**src/rtl/pattern_tx.sv**
```systemverilog
// Serial pattern transmitter: sends a fixed PAT_W-bit frame MSB first, one bit
// per clock, as a burst of rep+1 frames separated by a programmable idle gap.
module pattern_tx #(
  parameter int               PAT_W    = 8,
  parameter logic [PAT_W-1:0] PATTERN  = 8'b0101_1010,
  parameter int               GAP_W    = 4,
  parameter logic             IDLE_BIT = 1'b1
) (
  input  logic             clk,
  input  logic             rst,
  input  logic             start,
  input  logic [3:0]       rep,
  input  logic [GAP_W-1:0] gap,
  input  logic             abort,
  output logic             d_out,
  output logic             d_valid,
  output logic             busy,
  output logic             done
);

  localparam int IDX_W = $clog2(PAT_W);
  localparam logic [IDX_W-1:0] IDX_MAX = IDX_W'(PAT_W - 1);

  localparam logic [1:0] S_IDLE = 2'd0;
  localparam logic [1:0] S_SEND = 2'd1;
  localparam logic [1:0] S_GAP  = 2'd2;

  logic [1:0]       state_reg, state_next;
  logic [IDX_W-1:0] bit_idx_reg, bit_idx_next;
  logic [3:0]       frames_left_reg, frames_left_next;
  logic [GAP_W-1:0] gap_len_reg, gap_len_next;
  logic [GAP_W-1:0] gap_cnt_reg, gap_cnt_next;
  logic             done_next;
  logic             d_out_reg, d_valid_reg, busy_reg, done_reg;

  always_comb begin
    state_next       = state_reg;
    bit_idx_next     = bit_idx_reg;
    frames_left_next = frames_left_reg;
    gap_len_next     = gap_len_reg;
    gap_cnt_next     = gap_cnt_reg;
    done_next        = 1'b0;
    case (state_reg)
      S_IDLE: begin
        // abort in IDLE does nothing itself but still blocks a coincident start
        if (start && !abort) begin
          state_next       = S_SEND;
          bit_idx_next     = IDX_MAX;
          frames_left_next = rep;
          gap_len_next     = gap;
        end
      end
      S_SEND: begin
        if (abort) begin
          state_next = S_IDLE;
        end else if (bit_idx_reg != '0) begin
          bit_idx_next = bit_idx_reg - IDX_W'(1);
        end else if (frames_left_reg == 4'd0) begin
          state_next = S_IDLE;
          done_next  = 1'b1;
        end else begin
          frames_left_next = frames_left_reg - 4'd1;
          if (gap_len_reg == '0) begin
            bit_idx_next = IDX_MAX;
          end else begin
            state_next   = S_GAP;
            gap_cnt_next = gap_len_reg - GAP_W'(1);
          end
        end
      end
      S_GAP: begin
        if (abort) begin
          state_next = S_IDLE;
        end else if (gap_cnt_reg == '0) begin
          state_next   = S_SEND;
          bit_idx_next = IDX_MAX;
        end else begin
          gap_cnt_next = gap_cnt_reg - GAP_W'(1);
        end
      end
      default: state_next = S_IDLE;
    endcase
  end

  // Outputs are decoded from the next state so they line up with the state register.
  always_ff @(posedge clk or posedge rst) begin
    if (rst) begin
      state_reg       <= S_IDLE;
      bit_idx_reg     <= '0;
      frames_left_reg <= '0;
      gap_len_reg     <= '0;
      gap_cnt_reg     <= '0;
      d_out_reg       <= IDLE_BIT;
      d_valid_reg     <= 1'b0;
      busy_reg        <= 1'b0;
      done_reg        <= 1'b0;
    end else begin
      state_reg       <= state_next;
      bit_idx_reg     <= bit_idx_next;
      frames_left_reg <= frames_left_next;
      gap_len_reg     <= gap_len_next;
      gap_cnt_reg     <= gap_cnt_next;
      d_out_reg       <= (state_next == S_SEND) ? PATTERN[bit_idx_next] : IDLE_BIT;
      d_valid_reg     <= (state_next == S_SEND);
      busy_reg        <= (state_next != S_IDLE);
      done_reg        <= done_next;
    end
  end

  assign d_out   = d_out_reg;
  assign d_valid = d_valid_reg;
  assign busy    = busy_reg;
  assign done    = done_reg;

endmodule

```
**config.mk**
```make
export PLATFORM = sky130hd
export DESIGN_NAME = pattern_tx
export DESIGN_NICKNAME = d
export VERILOG_FILES = /design/src/rtl/pattern_tx.sv
export SDC_FILE = /design/constraint.sdc
export NUM_CORES = 1
export LEC_CHECK = 0
export CAP_MARGIN = 20
export CORE_UTILIZATION = 30
export DETAILED_ROUTE_END_ITERATION = 16
export GPL_TIMING_DRIVEN = 0
export MAX_ROUTING_LAYER = met4
export SLEW_MARGIN = 20
export SYNTH_ARGS = -nofsm -noshare
export SYNTH_HDL_FRONTEND = slang
export SYNTH_SLANG_ARGS = --single-unit
```
**constraint.sdc**
```tcl
create_clock -name clk -period 5.75 [get_ports clk]
set_input_delay 0.8625 -clock clk [delete_from_list [all_inputs] [get_ports clk]]
set_output_delay 0.8625 -clock clk [all_outputs]
set_load 0.005 [all_outputs]
```
==> Implementation_results.wiki <==
{| class="wikitable"
! Metric !! Value
|-
| Outcome || finished clean
|-
| Setup violation total in the final timing report || 0
|-
| PortBufs || 15
|-
| Final hold vios || 0
|-
| Die area || 4373 um2
|-
| Critical setup path kind || input port to flip-flop
|-
| Total setup buffers inserted after CTS || 0
|-
| Routed via count divided by cell count || 4.896
|-
| Global-route wire length before repair || 4.181 mm
|-
| Wire length per cell after detailed routing || 12.95 um
|-
| Max-cap viol count || 0
|-
| Net Count, Synth || 132
|-
| Post-synth ARST share || 1.000
|-
| Global placement routability congestion || 0.8403
|-
| # placed instances || 179
|-
| PostCTS Resize Cnt || 0
|-
| Clk pwr share || 0.199
|-
| Largest voltage drop on the vdd net || 0.1520 mV
|-
| Final Max Slew Viols || 0
|-
| Number of global-route vias before repair || 926
|-
| Sequential cell fraction of total power || 0.475
|-
| Share of the cycle needed by the critical path after routing || 0.4148
|-
| Switching Fraction || 0.3345
|-
| Top_reg_cell synth || sky130_fd_sc_hd__dfrtp_1
|-
| Leakage power || 0.0006374 uW
|-
| Internal power of the cells || 323.3 uW
|-
| Number of buffers added by the clock tree synthesis step || 3
|-
| Flops & latches, synth || 21
|-
| Average size of a mapped cell || 10.64 um2
|-
| Setup repair after global routing missed its margin || false
|-
| Number of placed I/O pins || 16
|-
| N_diodes || 0
|-
| Class of the tightest hold or removal check || flip-flop to flip-flop
|-
| Later-pin clock latency in the skew report || 0.26 ns
|-
| Sequential-to-total area share from yosys stat || 0.4270
|-
| Post-route setup slack || 3.365 ns
|-
| Shortest clock period the worst path allows after layout || 2.385 ns
|-
| Most frequent cell after synthesis || sky130_fd_sc_hd__dfrtp_1
|-
| Antenna violations before repair || 0
|-
| Reg2reg path depth || 7
|-
| Fmax || 0.4193 GHz
|-
| Deepest clock path buffer count || 2
|-
| Global Route Usage Sum || 0.1304
|-
| Number of sinks on the clock net || 21
|-
| Share of the synthesized area in the top cell type || 0.4057
|-
| Startpoint type of the worst setup path || input port
|-
| Library cell used as clock root buffer || sky130_fd_sc_hd__clkbuf_8
|-
| Setup TNS || 0 ns
|-
| Number of rows in the core area || 22
|-
| Number of unique standard cell types used by synthesis || 46
|-
| Slew at the pin closest to its max-slew limit || 0.8116 ns
|-
| Horiz. Die Dim || 66.13 um
|-
| Non-Filler Instances || 183
|-
| Kind of end point of the critical path || flip-flop
|-
| Routed WL || 2.370 mm
|-
| Post-DP HPWL || 1.779 mm
|-
| Initial DRC Count || 22
|-
| Core area || 3799 um2
|-
| Total number of yosys warnings || 0
|-
| Chip height || 66.13 um
|-
| EDFF count, synth || 0
|-
| Total net switching power || 162.5 uW
|-
| Count of TritonRoute iterations in the first routing pass || 4
|-
| P&R area growth vs syn || 20.69%
|-
| Share of post-route cells with drive strength above 1 || 0.2000
|-
| Total Nets Final || 152
|-
| CTS H-tree depth || 1
|-
| DR DRC count || 0
|-
| Final worst clock skew || 0.001587 ns
|-
| Power per unit of standard cell area || 326.3 nW/um2
|-
| Synthesized area || 1234 um2
|-
| Starting density of the core || 0.3248
|-
| Most instantiated cells after synthesis || 20 x sky130_fd_sc_hd__dfrtp_1, 10 x sky130_fd_sc_hd__nor2_1, 7 x sky130_fd_sc_hd__inv_1, 7 x sky130_fd_sc_hd__o21ai_0, 6 x sky130_fd_sc_hd__a21oi_1
|-
| Worst Path Max Fanout || 10
|-
| Post-cts hold buffer count || 0
|-
| Overall via count from detail_route || 896
|-
| Data arrival, critical path || 2.53 ns
|-
| Data required time of the worst path || 5.90 ns
|-
| Max-slew headroom || 0.4583
|-
| Clock-pin slew on the worst setup and hold paths || 0.07 ns
|-
| Minimum setup slack after placement || 3.078 ns
|-
| Final antenna-violating net count || 0
|-
| Mapped Cells || 116
|-
| Total gr overflow || 0
|-
| Cells taking the most area after synthesis || sky130_fd_sc_hd__dfrtp_1 41%, sky130_fd_sc_hd__ha_1 4.1%, sky130_fd_sc_hd__nor4b_4 3.9%
|-
| TritonCTS clock tree || yes
|-
| Largest net degree at the start of global routing || 22
|-
| Combinational cell fraction of total power || 0.326
|-
| Hold-critical path depth || 2
|-
| Total power consumption of the routed design || 485.8 uW
|-
| Post-synth top area cell || sky130_fd_sc_hd__dfrtp_1
|}
==> power by group through the flow <==
stage / sequential, uW / clock (uW) / combinational (uW)
3_5_place_dp: 233 / 0 / 159
6_report: 231 / 96.8 / 158
3_3_place_gp: 230 / 0 / 152
2_1_floorplan: 222 / 0 / 121
4_1_cts: 230 / 105 / 160
5_1_grt: 239 / 107 / 177
==> cell type report <==
class,instances,area (um2)
Inverter,8,30.03
Tap cell,48,60.06
Timing Repair Buffer,15,150.1
Buffer,5,38.79
Fill cell,372,2310
Sequential cell,21,526.8
Multi-Input combinational cell,82,638.1
Clock buffer,4,45.04
==> critical path, cell delays in order <==
cell and delay [ns]:
sky130_fd_sc_hd__clkdlybuf4s50_1 0.49, sky130_fd_sc_hd__buf_4 0.22, sky130_fd_sc_hd__nor4b_4 0.38, sky130_fd_sc_hd__a21oi_2 0.16, sky130_fd_sc_hd__inv_2 0.12, sky130_fd_sc_hd__mux2_4 0.30
==> stage by stage <==
step / utilization / hold slack (ns) / cell area, um2
after global routing: 0.3920 / 0.5589 / 1489
after global placement: 0.3801 / 0.5017 / 1444
after CTS: 0.3920 / 0.5240 / 1489
after detailed placement: 0.3801 / 0.5063 / 1444
after floorplan: - / 0.4728 / 1234
final: 0.3920 / 0.5200 / 1489
==> worst paths after layout <==
kind	from	endpoint	slack, ns
worst min-delay path	frames_left_reg[1]	frames_left_reg[1]	0.52
worst max-delay path	abort	gap_cnt_reg[0]	3.36
worst max register to register	frames_left_reg[0]	gap_cnt_reg[0]	3.71
max in group asynchronous	rst	bit_idx_reg[2]	4.19
min in group asynchronous	rst	gap_len_reg[3]	1.05
worst min register to register	frames_left_reg[1]	frames_left_reg[1]	0.52
==> kinds of logic after synthesis <==
group	after synthesis	share of synthesized area
multiplexers	10	0.09331
AND/OR/NAND/NOR	38	0.2140
XOR/XNOR	1	0.007101
buffers and inverters	13	0.05578
adder cells (fa/ha/maj)	4	0.04057
AO/OA/AOI/OAI	29	0.1623
flip-flops	21	0.4270
==> layer usage <==
metal,global-route usage,share of wire,vias up
li1,-,-,460
met1,0.1644,0.51,422
met2,0.1990,0.45,10
met3,0.02069,0.024,4
met4,0.07181,0.016,0
met5,-,0,-
==> layout by cell type (no fill, tap or decap), types with 2 or more instances in the layout <==
cell                              instances
sky130_fd_sc_hd__nor2b_1                  2
sky130_fd_sc_hd__nor4_1                   2
sky130_fd_sc_hd__inv_1                    7
sky130_fd_sc_hd__nand2_1                  3
sky130_fd_sc_hd__ha_1                     4
sky130_fd_sc_hd__nand3_1                  4
sky130_fd_sc_hd__o211ai_2                 2
sky130_fd_sc_hd__nor2_1                  10
sky130_fd_sc_hd__mux2i_1                  4
sky130_fd_sc_hd__clkdlybuf4s50_1         15
sky130_fd_sc_hd__nor3_1                   3
sky130_fd_sc_hd__mux2_2                   4
sky130_fd_sc_hd__a21oi_1                  6
sky130_fd_sc_hd__nand2b_1                 3
sky130_fd_sc_hd__buf_6                    2
sky130_fd_sc_hd__clkbuf_1                 2
sky130_fd_sc_hd__mux2_4                   2
sky130_fd_sc_hd__o31ai_1                  2
sky130_fd_sc_hd__nor4b_4                  2
sky130_fd_sc_hd__o21ai_0                  7
sky130_fd_sc_hd__dfrtp_1                 20
sky130_fd_sc_hd__clkbuf_8                 3
(Power assumes the default switching activity.)
